## config.mk

```make
export PLATFORM = sky130hd
export DESIGN_NAME = mips_fetch_unit
export DESIGN_NICKNAME = d
export VERILOG_FILES = /design/src/rtl/mips_pkg.sv /design/src/rtl/mips_fetch_unit_sat_counter.sv /design/src/rtl/mips_fetch_unit.sv
export SDC_FILE = /design/constraint.sdc
export NUM_CORES = 1
export LEC_CHECK = 0
export CORE_MARGIN = 2
export CORE_UTILIZATION = 34
export CTS_CLUSTER_SIZE = 30
export DETAILED_ROUTE_END_ITERATION = 16
export SYNTH_ARGS = -nofsm -noshare
export SYNTH_HDL_FRONTEND = slang
export SYNTH_HIERARCHICAL = 1
export SYNTH_SLANG_ARGS = --single-unit
```

## constraint.sdc

```tcl
create_clock -name clk -period 4 [get_ports clk]
set_clock_uncertainty 0.15 [all_clocks]
set_input_delay 1 -clock clk [delete_from_list [all_inputs] [get_ports clk]]
set_output_delay 1 -clock clk [all_outputs]
set_load 0.01 [all_outputs]
```

## src/rtl/mips_pkg.sv

```systemverilog
// ---------------------------------------------------------------------------
// mips_pkg
// Shared definitions for the Harvard MIPS core fetch path:
//   - fetch_state_t : fetch sequencer states
//   - MIPS_RESET_VECTOR / MIPS_HALT_ADDR : defaults for the fetch unit
//   - INSTR_BYTES : size of one instruction word in bytes
//   - is_word_aligned() : checks the two address LSBs of a branch target
// ---------------------------------------------------------------------------
package mips_pkg;

  typedef enum logic [1:0] {
    BOOT   = 2'd0,
    RUN    = 2'd1,
    SLOT   = 2'd2,
    HALTED = 2'd3
  } fetch_state_t;

  localparam logic [31:0] MIPS_RESET_VECTOR = 32'hBFC0_0000;
  localparam logic [31:0] MIPS_HALT_ADDR    = 32'h0000_0000;
  localparam int unsigned INSTR_BYTES       = 32'd4;

  // Instruction fetches must be word aligned: both low address bits clear.
  function automatic logic is_word_aligned(input logic [1:0] lsbs);
    return (lsbs == 2'b00);
  endfunction

endpackage

```

## src/rtl/mips_fetch_unit_sat_counter.sv

```systemverilog
// ---------------------------------------------------------------------------
// sat_counter
// Saturating up-counter: counts inc_i pulses and sticks at all-ones.
// Cleared only by the asynchronous active-low reset.
// Ports:
//   clk     in  1  clock, rising edge
//   rst_n   in  1  asynchronous active-low clear
//   inc_i   in  1  increment request for this cycle
//   count_o out W  current count
// ---------------------------------------------------------------------------
module sat_counter #(
  parameter int W = 32
) (
  input  logic         clk,
  input  logic         rst_n,
  input  logic         inc_i,
  output logic [W-1:0] count_o
);

  logic [W-1:0] count_q;
  logic [W-1:0] count_d;

  // Next count: increment unless already saturated.
  always_comb begin
    count_d = count_q;
    if (inc_i && (count_q != {W{1'b1}})) begin
      count_d = count_q + W'(1);
    end else begin
      count_d = count_q;
    end
  end

  // Count register.
  always_ff @(posedge clk or negedge rst_n) begin
    if (!rst_n) begin
      count_q <= {W{1'b0}};
    end else begin
      count_q <= count_d;
    end
  end

  assign count_o = count_q;

endmodule

```

## src/rtl/mips_fetch_unit.sv

```systemverilog
// ---------------------------------------------------------------------------
// mips_fetch_unit
// Program counter and fetch sequencer for the Harvard MIPS core. Handles
// branch-delay-slot redirection, halting on a jump to HALT_ADDR, global
// clk_enable pause, stall hold, misaligned-target fault and a saturating
// retired-instruction counter.
// Ports:
//   clk            in  1        system clock, rising edge
//   reset          in  1        asynchronous active-low reset
//   clk_enable     in  1        0 = all state holds
//   stall          in  1        1 = hold PC/state, no retire
//   branch_valid   in  1        instruction at PC is a taken branch/jump
//   branch_target  in  ADDR_W   its destination
//   instr_address  out ADDR_W   current PC
//   instr_valid    out 1        instruction at PC is executed
//   in_delay_slot  out 1        instruction at PC is a delay-slot instruction
//   link_address   out ADDR_W   PC+8 (valid in RUN)
//   active         out 1        core running (RUN or SLOT)
//   fault          out 1        sticky misaligned-target flag
//   retired_count  out COUNT_W  saturating retired-instruction count
// ---------------------------------------------------------------------------
module mips_fetch_unit
  import mips_pkg::*;
#(
  parameter int          ADDR_W       = 32,
  parameter logic [31:0] RESET_VECTOR = MIPS_RESET_VECTOR,
  parameter logic [31:0] HALT_ADDR    = MIPS_HALT_ADDR,
  parameter int          COUNT_W      = 32
) (
  input  logic               clk,
  input  logic               reset,
  input  logic               clk_enable,
  input  logic               stall,
  input  logic               branch_valid,
  input  logic [ADDR_W-1:0]  branch_target,
  output logic [ADDR_W-1:0]  instr_address,
  output logic               instr_valid,
  output logic               in_delay_slot,
  output logic [ADDR_W-1:0]  link_address,
  output logic               active,
  output logic               fault,
  output logic [COUNT_W-1:0] retired_count
);

  localparam logic [ADDR_W-1:0] RST_PC  = ADDR_W'(RESET_VECTOR);
  localparam logic [ADDR_W-1:0] HALT_PC = ADDR_W'(HALT_ADDR);
  localparam logic [ADDR_W-1:0] STEP    = ADDR_W'(INSTR_BYTES);
  localparam logic [ADDR_W-1:0] LINK    = ADDR_W'(2 * INSTR_BYTES);

  fetch_state_t      state_q, state_d;
  logic [ADDR_W-1:0] pc_q, pc_d;
  logic [ADDR_W-1:0] target_q, target_d;
  logic              fault_q, fault_d;
  logic              adv_s;
  logic              retire_s;
  logic [ADDR_W-1:0] pc_inc_s;

  assign adv_s    = clk_enable & ~stall;
  assign pc_inc_s = pc_q + STEP;

  // Next-state, PC, target and retire decision.
  always_comb begin
    state_d  = state_q;
    pc_d     = pc_q;
    target_d = target_q;
    fault_d  = fault_q;
    retire_s = 1'b0;
    case (state_q)
      BOOT: begin
        // Stall does not block leaving BOOT; only clk_enable does.
        if (clk_enable) begin
          state_d = RUN;
        end else begin
          state_d = BOOT;
        end
      end
      RUN: begin
        if (adv_s) begin
          if (branch_valid) begin
            if (!is_word_aligned(branch_target[1:0])) begin
              // Faulting branch is not retired and the PC freezes on it.
              fault_d = 1'b1;
              state_d = HALTED;
            end else begin
              target_d = branch_target;
              pc_d     = pc_inc_s;
              retire_s = 1'b1;
              state_d  = SLOT;
            end
          end else begin
            pc_d     = pc_inc_s;
            retire_s = 1'b1;
          end
        end else begin
          state_d = RUN;
        end
      end
      SLOT: begin
        // branch_valid is deliberately ignored here.
        if (adv_s) begin
          retire_s = 1'b1;
          pc_d     = target_q;
          if (target_q == HALT_PC) begin
            state_d = HALTED;
          end else begin
            state_d = RUN;
          end
        end else begin
          state_d = SLOT;
        end
      end
      HALTED: begin
        state_d = HALTED;
      end
      default: begin
        state_d = HALTED;
      end
    endcase
  end

  // Sequencer registers; everything freezes while clk_enable is low.
  always_ff @(posedge clk or negedge reset) begin
    if (!reset) begin
      state_q  <= BOOT;
      pc_q     <= RST_PC;
      target_q <= {ADDR_W{1'b0}};
      fault_q  <= 1'b0;
    end else if (clk_enable) begin
      state_q  <= state_d;
      pc_q     <= pc_d;
      target_q <= target_d;
      fault_q  <= fault_d;
    end else begin
      state_q  <= state_q;
      pc_q     <= pc_q;
      target_q <= target_q;
      fault_q  <= fault_q;
    end
  end

  // retire_s already implies clk_enable, so the counter needs no extra gate.
  sat_counter #(
    .W (COUNT_W)
  ) u_retired (
    .clk     (clk),
    .rst_n   (reset),
    .inc_i   (retire_s),
    .count_o (retired_count)
  );

  // Status outputs decoded straight from the state register.
  always_comb begin
    active        = 1'b0;
    instr_valid   = 1'b0;
    in_delay_slot = 1'b0;
    link_address  = {ADDR_W{1'b0}};
    case (state_q)
      RUN: begin
        active       = 1'b1;
        instr_valid  = 1'b1;
        link_address = pc_q + LINK;
      end
      SLOT: begin
        active        = 1'b1;
        instr_valid   = 1'b1;
        in_delay_slot = 1'b1;
      end
      BOOT, HALTED: begin
        active      = 1'b0;
        instr_valid = 1'b0;
      end
      default: begin
        active      = 1'b0;
        instr_valid = 1'b0;
      end
    endcase
  end

  assign instr_address = pc_q;
  assign fault         = fault_q;

endmodule

```

; Word level (Yosys, flattened, before mapping)
; Index checks and enable logic that the tools add are counted.
[classes]
addsub = 3
n_eq_ne = 8
mux = 19
n_bitwise = 3
n_reduce_logical = 11
[ops]
columns = cell, count
row1 = two-way mux 32 bit, 5
row2 = one-hot mux 32 bit (2 select lines), 1
row3 = adder 32 x 1 -> 32 bit (second input constant), 1
row4 = adder 32 x 3 -> 32 bit (second input constant), 1
row5 = adder 32 x 4 -> 32 bit (second input constant), 1
row6 = logical NOT 32 bit, 1
row7 = inequality test 32 bit (second input constant), 1
row8 = AND reduction 5 bit, 3
row9 = two-way mux 2 bit, 4
row10 = one-hot mux 2 bit (4 select lines), 1
row11 = two-way mux 1 bit, 6
row12 = inequality test 3 bit (second input constant), 2
row13 = equality test 2 bit (second input constant), 2
row14 = logical NOT 2 bit, 2
row15 = inequality test 2 bit (second input constant), 2
row16 = one-hot mux 1 bit (2 select lines), 2
row17 = OR reduction 2 bit, 2
row18 = equality test 2 x 1 -> 1 bit (second input constant), 1
row19 = NOT 1 bit, 2
row20 = AND reduction 2 bit, 1
row21 = nonzero test 2 bit, 1
row22 = AND 1 bit, 1
row23 = logical AND 1 bit, 1
[word_totals]
ff_bits = 99
word_cells = 49

; Logic depth before layout (Yosys ltp)
; Gate-level depths: netlist (run 1).
[logic_depth]
depth_word = 6
mapped_depth = 13

; Modules after synthesis
; The synthesis (run 1) kept the hierarchy.
[modules_own_cells]
columns = mod, n_inst, cells_per_inst, area_per_inst_um2, seq_area_each_um2
row1 = mips_fetch_unit, 1, 470, 4195.3, 1687.9
row2 = sat_counter, 1, 151, 1624.1, 800.8

; Worst setup path after synthesis (run 1)
; No wires, ideal clock.
[synth_path]
path_type = register to register
from = reg state_q[0]
to = reg u_retired.count_q[29], in the netlist u_retired/count_o[29]
t_arrival_ps = 2979
t_required_ps = 3771
slack_ps = 791
path_stages_with_launch = 14
period_less_slack_ps = 3209
cell_sequence = dfrtp_1 -> inv_1 -> ha_1 -> clkbuf_1 -> clkbuf_1 -> clkbuf_1 -> a21oi_1 -> nor2_1 -> and3_1 -> nor2b_1 -> clkbuf_1 -> nand4_1 -> nor4_2 -> xor2_1
[synth_between]
elab_chain_cells = 3
elab_cells_between_ends = 4
[synth_rtl]
columns = item, line_no
row1 = from (decl), mips_fetch_unit.sv:50  ; fetch_state_t state_q, state_d;
row2 = from (signal assigned), mips_fetch_unit.sv:129  ; state_q <= state_d;
row3 = from (signal assigned), mips_fetch_unit.sv:134  ; state_q <= state_q;
row4 = equality test 2 bit or equality test 2 x 1 -> 1 bit (tied branches), mips_fetch_unit.sv:68  ; case (state_q)
row5 = one-hot mux 1 bit (2 select lines) (*), mips_fetch_unit.sv:68
row6 = via retire_s, mips_fetch_unit.sv:55  ; logic retire_s;
row7 = logical AND 1 bit (*), mips_fetch_unit_sat_counter.sv:26  ; if (inc_i && (count_q != {W{1'b1}})) begin
row8 = to (signal assigned), mips_fetch_unit_sat_counter.sv:36  ; count_q <= {W{1'b0}};
row9 = to (signal assigned), mips_fetch_unit_sat_counter.sv:38  ; count_q <= count_d;
row10 = to (decl), mips_fetch_unit_sat_counter.sv:20  ; logic [W-1:0] count_q;
; The timed path passes the listed nets; every way through them passes the cells marked *.
; A chain may end at the register's enable or synchronous reset.

; Worst setup path in the final report (run 1)
[layout_path]
from = reg pc_q[4], in the netlist instr_address[4]
to = out link_address[13]
[layout_between]
elab_chain_cells = 2
[layout_rtl]
columns = item, line_no
row1 = from (decl), mips_fetch_unit.sv:51  ; logic [ADDR_W-1:0] pc_q, pc_d;
row2 = from (signal assigned), mips_fetch_unit.sv:130  ; pc_q <= pc_d;
row3 = from (signal assigned), mips_fetch_unit.sv:135  ; pc_q <= pc_q;
row4 = adder 32 x 4 -> 32 bit, mips_fetch_unit.sv:161  ; link_address = pc_q + LINK;
row5 = two-way mux 32 bit, mips_fetch_unit.sv:157  ; case (state_q)
row6 = to (decl), mips_fetch_unit.sv:39  ; output logic [ADDR_W-1:0] link_address,
; Every way passes these cells.

==> flow_metrics.tcl, run 1 <==
set metrics [dict create \
    worst_pin_slew_ns 0.994 \
    dieArea_sq_mm 0.0182 \
    grt_pass1_vias 5337 \
    clkTransAtPathRegs_ns 0.07 \
    final_cells 991 \
    io_pins 137 \
    die_y_microns 135 \
    ant_nets 0 \
    dp_cells 973 \
    dr.first_iter.drc_count 519 \
    slew_violations 0 \
    globalplace.congestion 0.918 \
    track_usage 0.211 \
    drc 0 \
    grt_pass1_wl_microns 30000 \
    root_buffer "clkbuf_16" \
    final.setup.tns_ns 0 \
    crit_fanout 8 \
    holdPathStages 2 \
    grt_max_degree 100 \
    min_period_ns 3.86 \
    grt_overflow_total 0 \
    cts_max_level 3 \
    finalHoldViolCount 0 \
    antenna_found_initial 1 \
    dieWidth_microns 135 \
    dpl.hpwl_microns 13900 \
    p_leak_uw 0.00314 \
    hold_class "flip-flop to flip-flop" \
    vdd_drop_max_mv 0.246 \
    ctsHoldBuffers 0 \
    whs_endpoint "fault" \
    cts_tree "done" \
    cts_max_path_buffers 2 \
    synth_cell_types 52 \
    nets 810 \
    rr_worst_depth 7 \
    antenna-diode-count 0 \
    ys_ff_latch 99 \
    timing.fmax_ghz 0.259 \
    startpoint "instr_address[4]" \
    cp.arrival_ns 2.71 \
    crit_type "flip-flop to output pin" \
    wl_per_cell_microns 19.1 \
    r2r-start "instr_address[4]" \
    ys_warn_count 6 \
    critPathLaunchType "flip-flop" \
    worstHoldStart "fault" \
    dr.pass1.iters 5 \
    relSlewSlack 0.331 \
    wl_microns 19000 \
    syn_nets 665 \
    endpoint_kind "output pin" \
    worstSkewPairLatency_ns 0.35 \
    coreArea_sq_mm 0.0166 \
    start_util 0.350 \
    rows 47 \
    areaGrowthSynthToFinish_pct 35.6 \
    finish.utilization 0.474 \
    reg2reg_slack_ns 1.19 \
    drive_gt1_frac 0.150 \
    synth_area_sq_mm 0.00582 \
    syn-instance-count 621 \
    fin_crit_sh 0.966 \
    r2r-end "instr_address[17]" \
    numCtsBuffers 9 \
    routed-via-count 5537 \
    vias_per_cell 5.59 \
    p_per_area_mw_per_mm2 483 \
    status "complete, no violations" \
    maxCapViolCount 0 \
    cp.required_ns 2.85 \
    seq_area_frac_synth 0.428 \
    setup_viol 0 \
    cts.sinks 99 \
    port_buffers 136 \
    avgSynthCellArea_sq_um 9.37 \
]
==> how the worst max path moves through the flow <==
| stage | end | slack (ns) |
|---|---|---|
| after floorplan | u_retired/count_o[29] | 0.79 |
| after global placement | link_address[24] | 0.28 |
| after detailed placement | link_address[28] | 0.31 |
| after CTS | link_address[13] | 0.01 |
| after global routing | link_address[13] | -0.03 |
| final | link_address[13] | 0.14 |
==> cell usage in the layout (no fill, tap or decap), drive strengths merged, types with 5 or more instances in the layout <==
master         count
buf               38
mux2              33
mux2i             10
nand2             61
or4                6
a221o              8
nor2              51
dfstp              9
a21oi             29
nand3             34
xor2              16
or3                8
o21ai             12
nand4             38
nor3              26
and3               5
clkdlybuf4s50    135
and2               8
o22ai             17
clkbuf            11
and4               5
ha                 7
inv               11
xnor2             37
nor2b              5
dfrtp             90
nor4              23
==> kinds of logic after synthesis <==
family	Yosys count	synth area share
compound gates	95	0.110
xor+xnor	53	0.0798
fa+ha+maj	7	0.0150
buf+inv	50	0.0370
flops	99	0.428
mux	43	0.0811
simple gates	274	0.250
==> synthesized netlist by cell type, drive strengths merged <==
cell      n  area share
a2111oi   1      0.0015
a21o      4      0.0052
a21oi    29       0.025
a221o     8       0.014
a22oi     3      0.0039
a311oi    3      0.0045
a31o      2      0.0030
a31oi     4      0.0043
a41o      4      0.0069
and2      8      0.0086
and3      5      0.0054
and4      5      0.0075
buf      15       0.014
clkbuf   24       0.015
clkinv    1     0.00064
dfrtp    90        0.39
dfstp     9       0.041
ha        7       0.015
inv      10      0.0065
mux2     33       0.064
mux2i    10       0.017
nand2    61       0.040
nand2b    3      0.0032
nand3    34       0.030
nand3b    1      0.0013
nand4    38       0.042
nor2     51       0.033
nor2b     5      0.0054
nor3     26       0.025
nor4     23       0.031
o211a     1      0.0017
o211ai    4      0.0052
o21ai    12       0.010
o22ai    17       0.018
o31ai     3      0.0062
or3       8      0.0086
or4       6      0.0097
xnor2    37       0.056
xor2     16       0.024
==> layer usage <==
metal,wire length (microns),global-route usage,part of all wire,vias to the layer above
li1,-,-,-,2564
met1,8590,0.294,0.45,2719
met2,8790,0.333,0.46,230
met3,1320,0.0469,0.070,22
met4,244,0.0561,0.013,2
met5,13,0,0.00069,-
==> stage by stage <==
stage          area, sq um  setup slack (ns)  total power, uW  hold WS [ns]
5_1_grt               7890           -0.0280             4030         0.366
3_3_place_gp          7550             0.276             2960         0.305
4_1_cts               7860            0.0111             3840         0.328
6_report              7890             0.136             3810         0.330
3_5_place_dp          7550             0.311             2990         0.311
2_1_floorplan         5820             0.791             2230         0.303
==> power breakdown <==
part	internal (uW)	switching [uW]	total, uW
sequential	1220	253	1470
combinational	749	758	1510
clock	442	390	832
total	2410	1400	3810
==> final cells by class <==
class / instances / area, sq um
Clock buffer: 11 / 243
Clock inverter: 5 / 37.5
Fill cell: 1612 / 8750
Inverter: 11 / 41.3
Multi-Input combinational cell: 472 / 3160
Sequential cell: 99 / 2490
Tap cell: 220 / 275
Timing Repair Buffer: 173 / 1650
==> worst max-delay path, stage by stage, from the launching register on <==
cell             delay [ns]
dfrtp_1                0.47
ha_1                   0.33
nand3_1                0.26
buf_4                  0.24
nor3_2                 0.32
xnor2_1                0.10
nor2_1                 0.10
clkdlybuf4s50_1        0.54
==> sequential cells by signal (all words and copies together), names as in the netlist <==
signal             flops
fault                  1
u_retired/count_o     32
instr_address         32
target_q              32
state_q                2
==> timing repair <==
| action | 4_1_cts | 5_1_grt |
|---|---|---|
| setup endpoints to repair | 4 | 12 |
| resized for setup | 3 | 6 |
| buffers inserted | 1 | 1 |
| pin swaps | 1 | 1 |
Note: power is estimated with default switching activity, not from simulation.
==> run 2: changes to the inputs <==
--- a/config.mk
+++ b/config.mk
@@ -7,6 +7,7 @@
 export LEC_CHECK = 0
 export CORE_MARGIN = 2
 export CORE_UTILIZATION = 34
+export CTS_CLUSTER_DIAMETER = 30
 export CTS_CLUSTER_SIZE = 30
 export DETAILED_ROUTE_END_ITERATION = 16
 export SYNTH_ARGS = -nofsm -noshare
==> results of run 2 <==
Same layout as run 1: the final DEF is identical, and so are final timing and power.
==> run 3: changes to the inputs <==
--- a/config.mk
+++ b/config.mk
@@ -12,5 +12,4 @@
 export DETAILED_ROUTE_END_ITERATION = 16
 export SYNTH_ARGS = -nofsm -noshare
 export SYNTH_HDL_FRONTEND = slang
-export SYNTH_HIERARCHICAL = 1
 export SYNTH_SLANG_ARGS = --single-unit
==> constraint.sdc (replaced) <==
create_clock -name clk -period 4 [get_ports clk]
set_clock_uncertainty 0.15 [all_clocks]
set_input_delay 1 -clock clk [delete_from_list [all_inputs] [get_ports clk]]
set_output_delay 1 -clock clk [all_outputs]
set_load 0.02 [all_outputs]
==> flow_metrics.tcl, run 3 <==
set metrics [dict create \
    drive_gt1_frac 0.140 \
    seq_area_frac_synth 0.432 \
    status "complete, no violations" \
    hold_class "flip-flop to flip-flop" \
    endpoint_kind "output pin" \
    ys_top_cells_by_count "90 x dfrtp_1, 43 x nand2_1, 33 x mux2_2, 32 x nand3_1, 30 x and2_1" \
    dr.pass1.iters 5 \
    vias_per_cell 5.45 \
    wl_microns 17000 \
    ys_ff_latch 99 \
    wl_per_cell_microns 17.9 \
    p_sw_frac 0.358 \
    worst_pin_slew_ns 1.08 \
    pwr-share-seq 0.383 \
    cts_max_level 3 \
    syn_nets 637 \
    final.setup.tns_ns 0 \
    drc 0 \
    synth_area_sq_mm 0.00575 \
    dieWidth_microns 134 \
    globalplace.congestion 0.875 \
    io_pins 137 \
    ant_nets 0 \
    crit_type "flip-flop to output pin" \
    crit_fanout 9 \
    syn-instance-count 593 \
    slew_violations 0 \
    cts.sinks 99 \
    synth_cell_types 54 \
    port_buffers 136 \
    rows 47 \
    synth.area.top_cells "dfrtp_1 39%, mux2_2 6.5%, xnor2_1 4.4%" \
    power_frac_clock 0.253 \
    fillers 1555 \
    die_y_microns 134 \
    antenna-diode-count 0 \
    grt_pass1_wl_microns 27200 \
    setup_viol 0 \
    cp.arrival_ns 2.73 \
    p_per_area_mw_per_mm2 496 \
    yosysTopAreaCell "dfrtp_1" \
    rsz0062_at_grt "yes" \
    cp.required_ns 2.85 \
    yosysMostFrequentCell "dfrtp_1" \
    cts_max_path_buffers 2 \
    dieArea_sq_mm 0.0180 \
    crit_chain "and4_1 > nand3_2 > nand3b_1 > nor2_1 > mux2i_1 > clkdlybuf4s50_1" \
    timing.fmax_ghz 0.257 \
    maxCapViolCount 0 \
    areaGrowthSynthToFinish_pct 34.3 \
    final_cell_mix "135 x clkdlybuf4s50_1, 87 x dfrtp_1, 43 x nand2_1" \
    power_uw 3830 \
    synth_top_area_share 0.391 \
    critPathLaunchType "flip-flop" \
    synth-edff-count 0 \
    holdWs_ns 0.315 \
    clkTransAtPathRegs_ns 0.07 \
    combPwrFrac 0.364 \
    grt_overflow_total 0 \
    track_usage 0.191 \
    synth-main-ff-cell "dfrtp_1" \
    coreArea_sq_mm 0.0166 \
    vdd_drop_max_mv 0.352 \
    p_int_uw 2460 \
    fin_crit_sh 0.971 \
    ys_warn_count 0 \
    worstSkewPairLatency_ns 0.35 \
    nets 767 \
    antenna_found_initial 1 \
    crit_buf_inv 1 \
    cts_tree "done" \
    dr.first_iter.drc_count 337 \
    crit_family "simple AND/OR/NAND/NOR gates" \
    p_leak_uw 0.00318 \
    min_period_ns 3.88 \
    relSlewSlack 0.279 \
    grt_max_degree 84 \
    grt_pass1_vias 4968 \
    root_buffer "clkbuf_16" \
    slowest_delay_ns 0.63 \
    avgSynthCellArea_sq_um 9.70 \
    p_sw_uw 1370 \
    final_common_cell "clkdlybuf4s50_1" \
    cp_slowest_cell "clkdlybuf4s50_1" \
    async_reset_ff_frac 1.00 \
    ctsHoldBuffers 0 \
    numCtsBuffers 9 \
    routed-via-count 5162 \
    dpl.hpwl_microns 12300 \
    finalHoldViolCount 0 \
    start_util 0.347 \
]
[run 3: changes by cell type after synthesis, moves of 5 or more]
cell     before  now
nand4_1      37   21
and3_1        5   20
nor2_1       51   28
and2_1        8   30
nand2_1      60   43
xor2_1       16   23
mux2i_1      10    5
xnor2_1      37   29
[run 3: through the flow]
step                cell area, sq um   util  worst slack (ns)  instances
finish                          7730  0.466             0.116        948
global placement                7360  0.444             0.396        929
CTS                             7700  0.464           0.00216        945
floorplan                       5750      -             0.693        593
global route                    7730  0.466           -0.0156        948
detailed placement              7360  0.444             0.359        929
[run 3: kinds of logic after synthesis]
family / count (synthesis) / synth area share
adders and majority gates: 7 / 0.0152
and+or+nand+nor: 246 / 0.242
xor gates and xnor gates: 52 / 0.0791
DFF: 99 / 0.432
muxes: 38 / 0.0733
AOI/OAI and AO/OA: 104 / 0.121
buffers and inverters: 47 / 0.0365
[run 3: metal layers]
| metal | track usage | share of wire | vias to the layer above |
|---|---|---|---|
| li1 | - | - | 2435 |
| met1 | 0.262 | 0.45 | 2508 |
| met2 | 0.301 | 0.46 | 197 |
| met3 | 0.0514 | 0.070 | 22 |
| met4 | 0.0485 | 0.015 | 0 |
| met5 | 0 | 0 | - |
[run 3: worst paths after layout]
path,startpoint,to,slack [ns],cells after the start
setup / recovery,instr_address[24],link_address[31],0.12,6
hold / removal,fault,fault,0.31,1
setup reg to reg,state_q[0],instr_address[9],1.20,9
hold reg to reg,fault,fault,0.31,1
max in group asynchronous,reset,u_retired.count_o[28],2.14,2
min in group asynchronous,reset,target_q[9],0.68,1
[run 3: power groups by stage]
stage	clock, uW	sequential, uW	combinational, uW
3_3_place_gp	0	1480	1360
5_1_grt	1050	1500	1510
2_1_floorplan	0	1430	821
4_1_cts	1000	1470	1390
6_report	969	1470	1400
3_5_place_dp	0	1480	1390
[run 3: area by class of cell]
class | count | area [sq um] | share of cell area
Multi-Input combinational cell | 447 | 3070 | 0.397
Sequential cell | 99 | 2490 | 0.323
Timing Repair Buffer | 159 | 1530 | 0.198
Tap cell | 220 | 275 | 0.0356
Clock buffer | 10 | 239 | 0.0309
Clock inverter | 6 | 93.8 | 0.0121
Inverter | 7 | 26.3 | 0.00340
[run 3: worst reg2reg max path, cell delays in order, from the launching register on]
cell      delay (ns)
dfrtp_1         0.38
inv_1           0.09
ha_1            0.22
buf_4           0.24
or2_2           0.37
nand3b_1        0.36
buf_4           0.30
nor2_1          0.06
buf_4           0.21
a221o_1         0.30
[run 3: timing repair]
item | CTS | global route
setup endpoints to repair | 2 | 11
hold endpoints to repair | 0 | 0
pin swaps | 0 | 2
resized for setup | 3 | 2
setup buffers | 0 | 3
gates cloned | 0 | 0
